--- config.mk ---
export PLATFORM = sky130hd
export DESIGN_NAME = noc_flit_packetizer_flat
export DESIGN_NICKNAME = d
export VERILOG_FILES = /design/src/rtl/noc_flit_packetizer_if.sv /design/src/rtl/noc_flit_packetizer.sv /design/src/flat_wrapper.sv
export SDC_FILE = /design/constraint.sdc
export NUM_CORES = 1
export LEC_CHECK = 0
export BUFFER_PORTS_ARGS = -buffer_cell sky130_fd_sc_hd__buf_2
export CAP_MARGIN = 20
export CORE_ASPECT_RATIO = 1.75
export CORE_MARGIN = 4
export CORE_UTILIZATION = 45
export CTS_BUF_LIST = sky130_fd_sc_hd__clkbuf_2
export DETAILED_ROUTE_END_ITERATION = 8
export HOLD_SLACK_MARGIN = 0.02
export PLACE_DENSITY = 0.73
export SLEW_MARGIN = 0
export SYNTH_ARGS = -nofsm -noshare
export SYNTH_HDL_FRONTEND = slang
export SYNTH_SLANG_ARGS = --single-unit
export TNS_END_PERCENT = 1
--- constraint.sdc ---
create_clock -name clk -period 3.18 [get_ports clk]
set_input_delay 0.318 -clock clk [delete_from_list [all_inputs] [get_ports clk]]
set_output_delay 0.318 -clock clk [all_outputs]
set_load 0.03 [all_outputs]
--- src/rtl/noc_flit_packetizer_if.sv ---
// Core-to-router link bundle for the flit packetizer: the packet request,
// the payload word stream and the outgoing flit channel.
interface noc_flit_packetizer_if;
   logic        req_valid;
   logic        req_ready;
   logic [3:0]  req_dest_x;
   logic [3:0]  req_dest_y;
   logic [7:0]  req_len;
   logic        pld_valid;
   logic        pld_ready;
   logic [61:0] pld_data;
   logic [63:0] flit_out;
   logic        valid_out;
   logic        ready_in;

   // Core/router side: issues requests and payload, sinks flits.
   modport master (
      output req_valid, req_dest_x, req_dest_y, req_len,
      output pld_valid, pld_data, ready_in,
      input  req_ready, pld_ready, flit_out, valid_out
   );

   // Packetizer side.
   modport slave (
      input  req_valid, req_dest_x, req_dest_y, req_len,
      input  pld_valid, pld_data, ready_in,
      output req_ready, pld_ready, flit_out, valid_out
   );
endinterface

--- src/rtl/noc_flit_packetizer.sv ---
// Network-interface transmit packetizer: turns a packet request plus payload
// words into head/body/tail 64-bit flits held in a single output register.
module noc_flit_packetizer #(
   parameter logic [3:0] SRC_X = 4'd0,
   parameter logic [3:0] SRC_Y = 4'd0
) (
   input  logic                        clk,
   input  logic                        rst,
   noc_flit_packetizer_if.slave        link,
   output logic                        busy,
   output logic [7:0]                  pkt_id,
   output logic [15:0]                 pkts_sent
);
   typedef enum logic {IDLE = 1'b0, BODY = 1'b1} state_t;

   state_t      state_reg, state_next;
   logic [7:0]  beat_reg;
   logic [63:0] flit_reg;
   logic        valid_reg;
   logic [7:0]  pkt_id_reg;
   logic [15:0] pkts_sent_reg;

   logic        out_free;
   logic        req_ready;
   logic        pld_ready;
   logic        req_fire;
   logic        pld_fire;
   logic        last_beat;
   logic        len_zero;
   logic [63:0] head_flit;
   logic [63:0] body_flit;

   // The output register can take a new flit when empty or being drained.
   assign out_free  = !valid_reg || link.ready_in;
   assign req_fire  = link.req_valid && req_ready;
   assign pld_fire  = link.pld_valid && pld_ready;
   assign last_beat = (beat_reg == 8'd1);
   assign len_zero  = (link.req_len == 8'd0);

   assign head_flit = {len_zero ? 2'b11 : 2'b01, link.req_dest_x, link.req_dest_y,
                       SRC_X, SRC_Y, link.req_len, pkt_id_reg, 30'd0};
   assign body_flit = {last_beat ? 2'b10 : 2'b00, link.pld_data};

   // State register.
   always_ff @(posedge clk) begin
      if (rst) state_reg <= IDLE;
      else     state_reg <= state_next;
   end

   // Next state: a non-empty request opens a packet, the last payload word closes it.
   always_comb begin
      state_next = state_reg;
      case (state_reg)
         IDLE:    if (req_fire && !len_zero) state_next = BODY;
         BODY:    if (pld_fire && last_beat) state_next = IDLE;
         default: state_next = IDLE;
      endcase
   end

   // Handshake outputs: depend only on state, occupancy and ready_in; held low in reset.
   always_comb begin
      req_ready = 1'b0;
      pld_ready = 1'b0;
      if (!rst) begin
         case (state_reg)
            IDLE:    req_ready = out_free;
            BODY:    pld_ready = out_free;
            default: ;
         endcase
      end
   end

   // Beat counter: loaded with the packet length at accept, counts payload words down.
   always_ff @(posedge clk) begin
      if (rst)           beat_reg <= 8'd0;
      else if (req_fire) beat_reg <= link.req_len;
      else if (pld_fire) beat_reg <= beat_reg - 8'd1;
   end

   // Output flit register: loads on any accept, holds while stalled, empties when drained.
   always_ff @(posedge clk) begin
      if (rst) begin
         flit_reg  <= 64'd0;
         valid_reg <= 1'b0;
      end else if (req_fire) begin
         flit_reg  <= head_flit;
         valid_reg <= 1'b1;
      end else if (pld_fire) begin
         flit_reg  <= body_flit;
         valid_reg <= 1'b1;
      end else if (link.ready_in) begin
         valid_reg <= 1'b0;
      end
   end

   // Packet ID advances once the last flit of a packet has been loaded.
   always_ff @(posedge clk) begin
      if (rst)
         pkt_id_reg <= 8'd0;
      else if ((req_fire && len_zero) || (pld_fire && last_beat))
         pkt_id_reg <= pkt_id_reg + 8'd1;
   end

   // Sent counter: a tail or head-only flit (type bit 63 set) leaving the register.
   always_ff @(posedge clk) begin
      if (rst)
         pkts_sent_reg <= 16'd0;
      else if (valid_reg && link.ready_in && flit_reg[63])
         pkts_sent_reg <= pkts_sent_reg + 16'd1;
   end

   assign link.req_ready = req_ready;
   assign link.pld_ready = pld_ready;
   assign link.flit_out  = flit_reg;
   assign link.valid_out = valid_reg;
   assign busy           = (state_reg != IDLE) || valid_reg;
   assign pkt_id         = pkt_id_reg;
   assign pkts_sent      = pkts_sent_reg;
endmodule

--- src/flat_wrapper.sv ---
// flat-port wrapper written by rule: the top's interface ports become plain ports
module noc_flit_packetizer_flat 
#(
   parameter logic [3:0] SRC_X = 4'd0,
   parameter logic [3:0] SRC_Y = 4'd0
)
  (clk, rst, busy, pkt_id, pkts_sent, link_req_valid, link_req_dest_x, link_req_dest_y, link_req_len, link_pld_valid, link_pld_data, link_ready_in, link_req_ready, link_pld_ready, link_flit_out, link_valid_out);
  noc_flit_packetizer_if link_i ();
  input  logic clk;
  input  logic rst;
  output logic busy;
  output logic [7:0] pkt_id;
  output logic [15:0] pkts_sent;
  input wire logic [$bits(link_i.req_valid)-1:0] link_req_valid;
  input wire logic [$bits(link_i.req_dest_x)-1:0] link_req_dest_x;
  input wire logic [$bits(link_i.req_dest_y)-1:0] link_req_dest_y;
  input wire logic [$bits(link_i.req_len)-1:0] link_req_len;
  input wire logic [$bits(link_i.pld_valid)-1:0] link_pld_valid;
  input wire logic [$bits(link_i.pld_data)-1:0] link_pld_data;
  input wire logic [$bits(link_i.ready_in)-1:0] link_ready_in;
  output wire logic [$bits(link_i.req_ready)-1:0] link_req_ready;
  output wire logic [$bits(link_i.pld_ready)-1:0] link_pld_ready;
  output wire logic [$bits(link_i.flit_out)-1:0] link_flit_out;
  output wire logic [$bits(link_i.valid_out)-1:0] link_valid_out;
  assign link_i.req_valid = link_req_valid;
  assign link_i.req_dest_x = link_req_dest_x;
  assign link_i.req_dest_y = link_req_dest_y;
  assign link_i.req_len = link_req_len;
  assign link_i.pld_valid = link_pld_valid;
  assign link_i.pld_data = link_pld_data;
  assign link_i.ready_in = link_ready_in;
  assign link_req_ready = link_i.req_ready;
  assign link_pld_ready = link_i.pld_ready;
  assign link_flit_out = link_i.flit_out;
  assign link_valid_out = link_i.valid_out;
  noc_flit_packetizer #(.SRC_X(SRC_X), .SRC_Y(SRC_Y)) u_core (.clk(clk), .rst(rst), .link(link_i), .busy(busy), .pkt_id(pkt_id), .pkts_sent(pkts_sent));
endmodule
==> flow_metrics.py, run 1 <==
metrics = {
    "run_status": {
        "status": "finished clean",
    },
    "floorplan": {
        "io_pins": 175,
        "start_util_pct": 46.8,
        "dieArea_um2": 10300,
        "core_um2": 8370,
        "rows": 44,
        "die_x_um": 78.5,
        "die_h_um": 131,
    },
    "sta": {
        "hold_viol": 0,
        "rsz0062_at_grt": "no",
        "finalSetupTns_ps": 0,
        "drv_slew": 0,
        "fin_crit_ps": 2750,
        "worst_slew_pin_slew_ps": 710,
        "setup_viol": 0,
        "finClkSkew_ps": 33.9,
        "fin_crit_sh_pct": 86.4,
        "slew_headroom_pct": 52.7,
        "timing.fmax_mhz": 364,
    },
    "synth": {
        "synth_nets": 559,
        "ys_async_sr_fraction_pct": 0,
        "synth_area_leaders": "dfxtp_1, nand2_1, a21oi_1",
        "yosysWarnings": 0,
        "synth_fa_ha_area_share_pct": 1.28,
        "synth-seq-area-share_pct": 50.1,
        "synth_top_cell_by_area": "dfxtp_1",
        "synth_compound_area_share_pct": 17.5,
        "synth_top_family_by_area": "simple AND/OR/NAND/NOR gates",
        "ys_types": 40,
        "synth_ff_type": "dfxtp_1",
        "syn_area_um2": 3910,
        "syn-instance-count": 472,
        "synthMuxAreaShare_pct": 0.256,
        "syn_area_per_cell_um2": 8.29,
        "ys_seq_elements": 98,
        "synthXorXnorAreaFrac_pct": 3.13,
        "yosys.area_share.simple_pct": 24.0,
        "synth_enable_flop_cells": 0,
        "yosys-top-cells-count": "nand2_1, dfxtp_1, a21oi_1",
        "yosysTopAreaCellShare_pct": 50.1,
        "yosysMostFrequentCell": "nand2_1",
    },
    "power_and_ir_drop": {
        "worst_ir_drop_vdd_mv": 0.331,
        "leakage_nw": 2.44,
        "power_density_nw_per_um2": 389,
        "power.total_mw": 2.24,
    },
    "critical_path": {
        "cp-end-kind": "flip-flop",
        "cp.arrival_ps": 3280,
        "crit_path_max_fanout": 51,
        "cp_num_buf_inv": 2,
        "cp_cell_sequence": "nor2b_1 > and3_2 > buf_4 > a22oi_1 > dlygate4sd3_1 > a21oi_1",
        "worstPathRequired_ps": 3710,
        "startpoint_type": "flip-flop",
        "path_class": "reg -> reg",
        "slowest_delay_ps": 600,
        "crit_slowest_cell": "dlygate4sd3_1",
        "cpLargestDelayFamily": "buffers and inverters",
    },
    "route": {
        "drtAntennaViolNets": 0,
        "drt_wl_total_mm": 12.6,
        "drc": 0,
        "wire_per_inst_um": 15.0,
        "dr.pass1.iters": 4,
        "via_per_inst": 5.22,
        "first_iter_violations": 290,
        "vias": 4363,
    },
    "worst_hold_path": {
        "hold_class": "in -> reg",
    },
    "placed_design": {
        "io_buffers": 174,
        "placed_area_um2": 4830,
        "place_hpwl_mm": 8.02,
        "place.gp.congestion": 0.805,
    },
    "clocking": {
        "cts.sinks": 98,
        "tritoncts": "built",
        "ctsHtreeMaxLevel": 3,
        "clk_pin_slew_ps": 270,
        "cts_made_buffers": 9,
        "clk_latency_ps": 570,
        "root_buffer": "clkbuf_2",
        "cts_buffer_depth": 2,
    },
    "finish": {
        "fin_nets": 802,
        "drive_gt1_share_pct": 28.3,
        "fin_area_um2": 5760,
        "nFillCells": 654,
        "syn2layout_area_growth_pct": 47.2,
        "largest_reg_flops": 64,
    },
    "grt": {
        "grt_pass1_vias": 4317,
        "grt_usage_pct": 24.7,
        "grt_max_degree": 60,
        "grt_pass1_wl_mm": 20.5,
        "antenna_found_initial": 1,
        "grt.overflow.total": 0,
    },
    "job": {
        "cap_violations": 0,
    },
}
-- worst reg2reg max path: cells and delay by family, from the launching register on --
family / cells / cell delay [ps]
buf+inv: 2 / 1140
simple gates: 2 / 750
flops: 1 / 470
compound gates: 2 / 380
-- through the flow --
step / instances / util, % / hold WS [ps] / setup slack, ps
floorplan: 472 / - / 454 / 1130
global placement: 736 / 57.7 / 438 / 881
detailed placement: 736 / 57.7 / 443 / 825
CTS: 832 / 68.4 / 22.5 / 313
global route: 836 / 68.8 / 21.3 / 201
finish: 836 / 68.8 / 87.8 / 434
-- logic make-up (layout without fill, tap and decap cells) --
| logic type | Yosys count | after routing |
|---|---|---|
| muxes | 1 | 1 |
| and+or+nand+nor | 205 | 205 |
| DFF | 98 | 98 |
| xor gates and xnor gates | 14 | 14 |
| other | 0 | 1 |
| adders and majority gates | 4 | 4 |
| AOI/OAI and AO/OA | 117 | 117 |
| buffers and inverters | 33 | 281 |
-- layout by cell type (no fill, tap or decap), types with 2 or more instances in the layout --
cell / n
clkinv_1: 2
inv_1: 4
nor4_1: 4
a21oi_1: 69
xor2_1: 5
and3_1: 4
nor2_1: 21
xnor2_1: 9
a221oi_1: 2
clkinvlp_4: 4
and2_1: 4
buf_4: 4
o21ai_0: 9
nand3_1: 10
a31oi_1: 10
and4_1: 3
clkbuf_2: 9
nor2b_1: 2
a22oi_1: 19
nor3_1: 5
buf_2: 174
nand2_1: 124
o211ai_1: 3
or2_2: 5
dfxtp_1: 98
or3_1: 10
or4_1: 2
ha_1: 4
dlygate4sd3_1: 82
nand4_1: 4
-- where the power goes --
group          internal, mW  switching, mW
Clock                0.0971          0.409
Combinational         0.188          0.242
Sequential             1.27         0.0285
Total                  1.56          0.679
-- cell type report --
cell class / count / area (µm²) / share of cell area (%)
Inverter: 4 / 15.0 / 0.261
Clock inverter: 7 / 46.3 / 0.804
Antenna cell: 1 / 2.50 / 0.0435
Sequential cell: 98 / 1960 / 34.1
Multi-Input combinational cell: 341 / 1810 / 31.4
Timing Repair Buffer: 261 / 1740 / 30.2
Clock buffer: 9 / 45.0 / 0.782
Tap cell: 115 / 144 / 2.50
-- worst paths after layout --
kind / start / end / slack [ps] / depth (start not counted)
worst max register to register: u_core.state_reg / u_core.link.flit_out[54] / 430 / 6
worst min register to register: u_core.link.flit_out[22] / u_core.link.flit_out[22] / 470 / 2
worst max-delay path: u_core.state_reg / u_core.link.flit_out[54] / 430 / 6
worst min-delay path: link_req_len[6] / u_core.link.flit_out[44] / 90 / 3
-- routing by layer --
metal,vias up,track usage (%),routed length (µm)
met1,2015,26.6,4760
met4,0,13.0,492
li1,2125,-,-
met2,174,42.7,6490
met5,-,0,0
met3,49,7.19,821
-- what timing repair did --
item                                    CTS  global route
hold buffers                             80             2
setup buffers                             0             0
gates resized for setup                   0             0
endpoints found under the hold margin    67             2
endpoints found under the setup margin    0             0
Power figures use the tool's default switching activity.
==> inputs of run 2 (changes only) <==
--- a/config.mk
+++ b/config.mk
@@ -14,6 +14,7 @@
 export DETAILED_ROUTE_END_ITERATION = 8
 export HOLD_SLACK_MARGIN = 0.02
 export PLACE_DENSITY = 0.73
+export RECOVER_POWER = 50
 export SLEW_MARGIN = 0
 export SYNTH_ARGS = -nofsm -noshare
 export SYNTH_HDL_FRONTEND = slang
==> flow_metrics.py, run 2 (same netlist as run 1, synthesis figures left out) <==
metrics = {
    "power_and_ir_drop": {
        "worst_ir_drop_vdd_mv": 0.328,
        "combPwrFrac_pct": 18.9,
        "switching_power_mw": 0.679,
        "power_density_nw_per_um2": 394,
        "swShare_pct": 30.5,
        "clkPwrFrac_pct": 22.6,
        "leakage_nw": 2.08,
        "p_seq_share_pct": 58.5,
        "power.internal_mw": 1.55,
        "power.total_mw": 2.23,
    },
    "run_status": {
        "status": "finished clean",
    },
    "sta": {
        "hold_viol": 0,
        "fin_crit_sh_pct": 87.5,
        "finClkSkew_ps": 26.3,
        "slew_headroom_pct": 22.0,
        "setup_ws_ps": 398,
        "rsz0062_at_grt": "no",
        "setup_viol": 0,
        "finalSetupTns_ps": 0,
        "drv_slew": 0,
        "fin_crit_ps": 2780,
        "timing.fmax_mhz": 359,
        "worst_slew_pin_slew_ps": 1170,
    },
    "worst_hold_path": {
        "hold_end": "u_core.link.flit_out[44]",
        "hold_class": "in -> reg",
        "min_delay_path_depth": 3,
        "hold_start": "link_req_len[6]",
    },
    "critical_path": {
        "r2r_end": "u_core.link.flit_out[54]",
        "critPathLaunch": "rst",
        "cp-end-kind": "flip-flop",
        "cp.arrival_ps": 3280,
        "worstRegToRegCells": 6,
        "rrSetupSlack_ps": 400,
        "startpoint_type": "input port",
        "reg2reg_from": "u_core.state_reg",
        "worstPathRequired_ps": 3680,
        "path_class": "in -> reg",
        "crit_path_max_fanout": 51,
    },
    "floorplan": {
        "dieArea_um2": 10300,
        "die_h_um": 131,
        "core_um2": 8370,
        "die_x_um": 78.5,
        "rows": 44,
        "start_util_pct": 46.8,
        "io_pins": 175,
    },
    "clocking": {
        "root_buffer": "clkbuf_2",
        "tritoncts": "built",
        "clk_latency_ps": 550,
        "cts.sinks": 98,
        "clk_pin_slew_ps": 260,
        "cts_buffer_depth": 2,
        "postCtsSetupRepairBufs": 0,
        "cts_made_buffers": 9,
        "ctsHtreeMaxLevel": 3,
    },
    "placed_design": {
        "io_buffers": 174,
        "placed_area_um2": 4830,
        "place.gp.congestion": 0.805,
        "place_hpwl_mm": 8.02,
        "place_ws_ps": 825,
    },
    "route": {
        "vias": 4376,
        "dr.pass1.iters": 6,
        "drtAntennaViolNets": 0,
        "drc": 0,
        "first_iter_violations": 310,
        "via_per_inst": 5.23,
        "wire_per_inst_um": 15.1,
        "drt_wl_total_mm": 12.6,
    },
    "job": {
        "cap_violations": 0,
    },
    "finish": {
        "utilization_pct": 67.6,
        "fin_area_um2": 5650,
        "nFillCells": 714,
        "drive_gt1_share_pct": 16.9,
        "largest_reg_flops": 64,
        "fin_nets": 802,
        "regArea_um2": 1960,
        "syn2layout_area_growth_pct": 44.5,
        "multiInputGateArea_um2": 1810,
        "mostFrequentLayoutCells": "nand2_1, dfxtp_1, buf_2, dlygate4sd3_1, clkbuf_1",
        "final_common_cell": "nand2_1",
    },
    "grt": {
        "grt_pass1_vias": 4317,
        "grt_max_degree": 60,
        "grt_pass1_wl_mm": 20.5,
        "grt_usage_pct": 24.7,
        "grt.overflow.total": 0,
        "antenna_found_initial": 1,
    },
}
run 2: worst max-delay path by stage:
stage | to | slack [ps] | depth (start not counted)
after global routing | u_core.link.flit_out[54] | 180 | 6
after global placement | u_core.beat_reg[1] | 880 | 7
final | u_core.link.flit_out[54] | 400 | 8
after floorplan | u_core.beat_reg[4] | 1130 | 5
after CTS | u_core.link.flit_out[43] | 310 | 7
after detailed placement | u_core.beat_reg[5] | 830 | 7
run 2: layout make-up:
class	instances	share of cell area (%)
tap	115	2.55
timing repair buffer	261	28.9
antenna	1	0.0443
sequential	98	34.7
multi-input combinational	341	32.0
inverter	4	0.266
clock inverter	7	0.819
clock buffer	9	0.797
run 2: repair_timing:
item / CTS / global route
endpoints found under the hold margin: 67 / 2
resized for setup: 0 / 0
hold buffers: 80 / 2
run 2: power groups by stage:
stage	sequential [mW]	combinational (mW)	clock, mW
final	1.30	0.421	0.504
after detailed placement	1.32	0.337	0
after global routing	1.31	0.454	0.578
after global placement	1.32	0.331	0
after floorplan	1.38	0.152	0
after CTS	1.30	0.417	0.529
run 2: through the flow:
step | hold slack, ps | instances
after floorplan | 454 | 472
after global placement | 438 | 736
after detailed placement | 443 | 736
after CTS | 22.5 | 832
after global routing | 21.3 | 836
final | 94.1 | 836
run 2: routing by layer:
| layer | wire length [µm] | share of wire, % | track usage [%] |
|---|---|---|---|
| met1 | 4820 | 38 | 26.6 |
| met2 | 6520 | 52 | 42.7 |
| met3 | 810 | 6.4 | 7.19 |
| met4 | 488 | 3.9 | 13.0 |
| met5 | 0 | 0 | 0 |
run 2: worst max-delay path, stage by stage:
cell	delay (ps)
dlygate4sd3_1	540
clkbuf_1	180
nor2b_1	250
and3_2	480
buf_4	530
a22oi_1	210
dlygate4sd3_1	600
a21oi_1	120
==> inputs of run 3 (changes only) <==
--- a/config.mk
+++ b/config.mk
@@ -9,11 +9,11 @@
 export CAP_MARGIN = 20
 export CORE_ASPECT_RATIO = 1.75
 export CORE_MARGIN = 4
-export CORE_UTILIZATION = 45
+export CORE_UTILIZATION = 44
 export CTS_BUF_LIST = sky130_fd_sc_hd__clkbuf_2
 export DETAILED_ROUTE_END_ITERATION = 8
 export HOLD_SLACK_MARGIN = 0.02
-export PLACE_DENSITY = 0.73
+export PLACE_DENSITY = 0.74
 export RECOVER_POWER = 50
 export SLEW_MARGIN = 0
 export SYNTH_ARGS = -nofsm -noshare
==> constraint.sdc (replaced) <==
create_clock -name clk -period 2.4 [get_ports clk]
set_input_delay 0.24 -clock clk [delete_from_list [all_inputs] [get_ports clk]]
set_output_delay 0.24 -clock clk [all_outputs]
set_load 0.03 [all_outputs]
==> flow_metrics.py, run 3 (same netlist as run 1, synthesis figures left out) <==
metrics = {
    "finish": {
        "drive_gt1_share_pct": 28.5,
        "fin_area_um2": 5770,
        "final_common_cell": "buf_2",
        "nFillCells": 760,
        "largest_reg_flops": 64,
        "mostFrequentLayoutCells": "buf_2, nand2_1, dfxtp_1, dlygate4sd3_1, a21oi_1",
        "multiInputGateArea_um2": 1810,
        "syn2layout_area_growth_pct": 47.5,
        "regArea_um2": 1960,
        "fin_nets": 803,
    },
    "placed_design": {
        "place_hpwl_mm": 8.12,
        "placed_area_um2": 4850,
        "place.gp.congestion": 0.809,
        "io_buffers": 174,
    },
    "power_and_ir_drop": {
        "power.total_mw": 3.02,
        "switching_power_mw": 0.860,
        "power_density_nw_per_um2": 523,
        "swShare_pct": 28.5,
        "leakage_nw": 2.45,
        "worst_ir_drop_vdd_mv": 0.424,
        "clkPwrFrac_pct": 23.9,
        "power.internal_mw": 2.16,
        "combPwrFrac_pct": 19.0,
        "p_seq_share_pct": 57.2,
    },
    "sta": {
        "setup_viol": 0,
        "fin_crit_ps": 2210,
        "finalSetupTns_ps": 0,
        "drv_slew": 0,
        "rsz0062_at_grt": "no",
        "fin_crit_sh_pct": 92.1,
        "timing.hold.ws_ps": 104,
        "hold_viol": 0,
        "slew_headroom_pct": 22.3,
        "timing.fmax_mhz": 452,
        "finClkSkew_ps": 31.8,
        "worst_slew_pin_slew_ps": 1170,
    },
    "grt": {
        "grt_pass1_vias": 4382,
        "grt.overflow.total": 0,
        "grt_max_degree": 59,
        "grt_pass1_wl_mm": 20.1,
        "grt_usage_pct": 23.9,
        "antenna_found_initial": 3,
    },
    "floorplan": {
        "dieArea_um2": 10500,
        "start_util_pct": 45.1,
        "core_um2": 8670,
        "die_x_um": 79.3,
        "die_h_um": 133,
        "io_pins": 175,
        "rows": 45,
    },
    "clocking": {
        "postCtsSetupRepairBufs": 0,
        "cts.sinks": 98,
        "clk_pin_slew_ps": 240,
        "tritoncts": "built",
        "cts_made_buffers": 9,
        "root_buffer": "clkbuf_2",
        "ctsHtreeMaxLevel": 3,
        "cts_buffer_depth": 2,
        "clk_latency_ps": 540,
    },
    "critical_path": {
        "cp-end-kind": "flip-flop",
        "critPathLaunch": "u_core.state_reg",
        "path_class": "reg -> reg",
        "worstPathRequired_ps": 2880,
        "startpoint_type": "flip-flop",
        "crit_path_max_fanout": 43,
        "reg2reg_from": "u_core.state_reg",
        "cp.arrival_ps": 2690,
    },
    "route": {
        "via_per_inst": 5.26,
        "drt_wl_total_mm": 12.9,
        "vias": 4416,
        "drc": 0,
        "drtAntennaViolNets": 0,
        "first_iter_violations": 206,
        "dr.pass1.iters": 5,
        "wire_per_inst_um": 15.3,
    },
    "run_status": {
        "status": "finished clean",
    },
    "job": {
        "cap_violations": 0,
    },
    "worst_hold_path": {
        "hold_start": "link_ready_in",
        "hold_class": "in -> reg",
    },
}
## run 3: cell count changes in the layout (fill, tap and decap cells not counted), sizes merged
cell / change
buf: +84
bufinv: +1
clkbuf: -81
clkinv: +1
clkinvlp: -4
diode: +2
dlygate4sd3: -2
## run 3: through the flow
stage / instances / utilization [%] / setup slack, ps
final: 839 / 66.6 / 189
after global routing: 839 / 66.6 / 16.7
after CTS: 835 / 66.3 / 80.4
after detailed placement: 741 / 56.0 / 138
after global placement: 741 / 56.0 / 300
after floorplan: 472 / - / 348
## run 3: final timing paths
kind | endpoint | slack [ps] | depth (start not counted)
max | u_core.link.flit_out[56] | 190 | 6
min | u_core.link.valid_out | 100 | 3
max reg2reg | u_core.link.flit_out[56] | 190 | 6
min reg2reg | u_core.link.flit_out[15] | 470 | 2
## run 3: area by class of cell
type / instances / share of cell area [%]
Timing Repair Buffer: 262 / 30.1
Tap cell: 117 / 2.54
Inverter: 4 / 0.260
Multi-Input combinational cell: 341 / 31.3
Sequential cell: 98 / 34.0
Antenna cell: 3 / 0.130
Clock inverter: 5 / 0.824
Clock buffer: 9 / 0.780
## run 3: power by group through the flow
stage | combinational [mW] | sequential [mW] | clock (mW)
after floorplan | 0.201 | 1.83 | 0
after global placement | 0.442 | 1.75 | 0
after detailed placement | 0.448 | 1.75 | 0
after CTS | 0.553 | 1.72 | 0.752
after global routing | 0.614 | 1.73 | 0.810
final | 0.572 | 1.73 | 0.720
## run 3: what timing repair did
action,4_1_cts,5_1_grt
hold endpoints to repair,71,0
gates resized for setup,0,2
setup endpoints to repair,0,16
hold buffers,80,0
## run 3: layer usage
layer  part of all wire [%]  GRT usage, %
met2                     53          42.9
met5                      0             0
met1                     36          24.8
met3                    6.3          4.63
met4                    4.4          14.8
## run 3: worst max-delay path, stage by stage (launching register included)
cell and delay (ps):
dfxtp_1 470, nor2b_2 260, and3_2 250, buf_6 310
a22oi_1 160, dlygate4sd3_1 580, a21oi_1 130
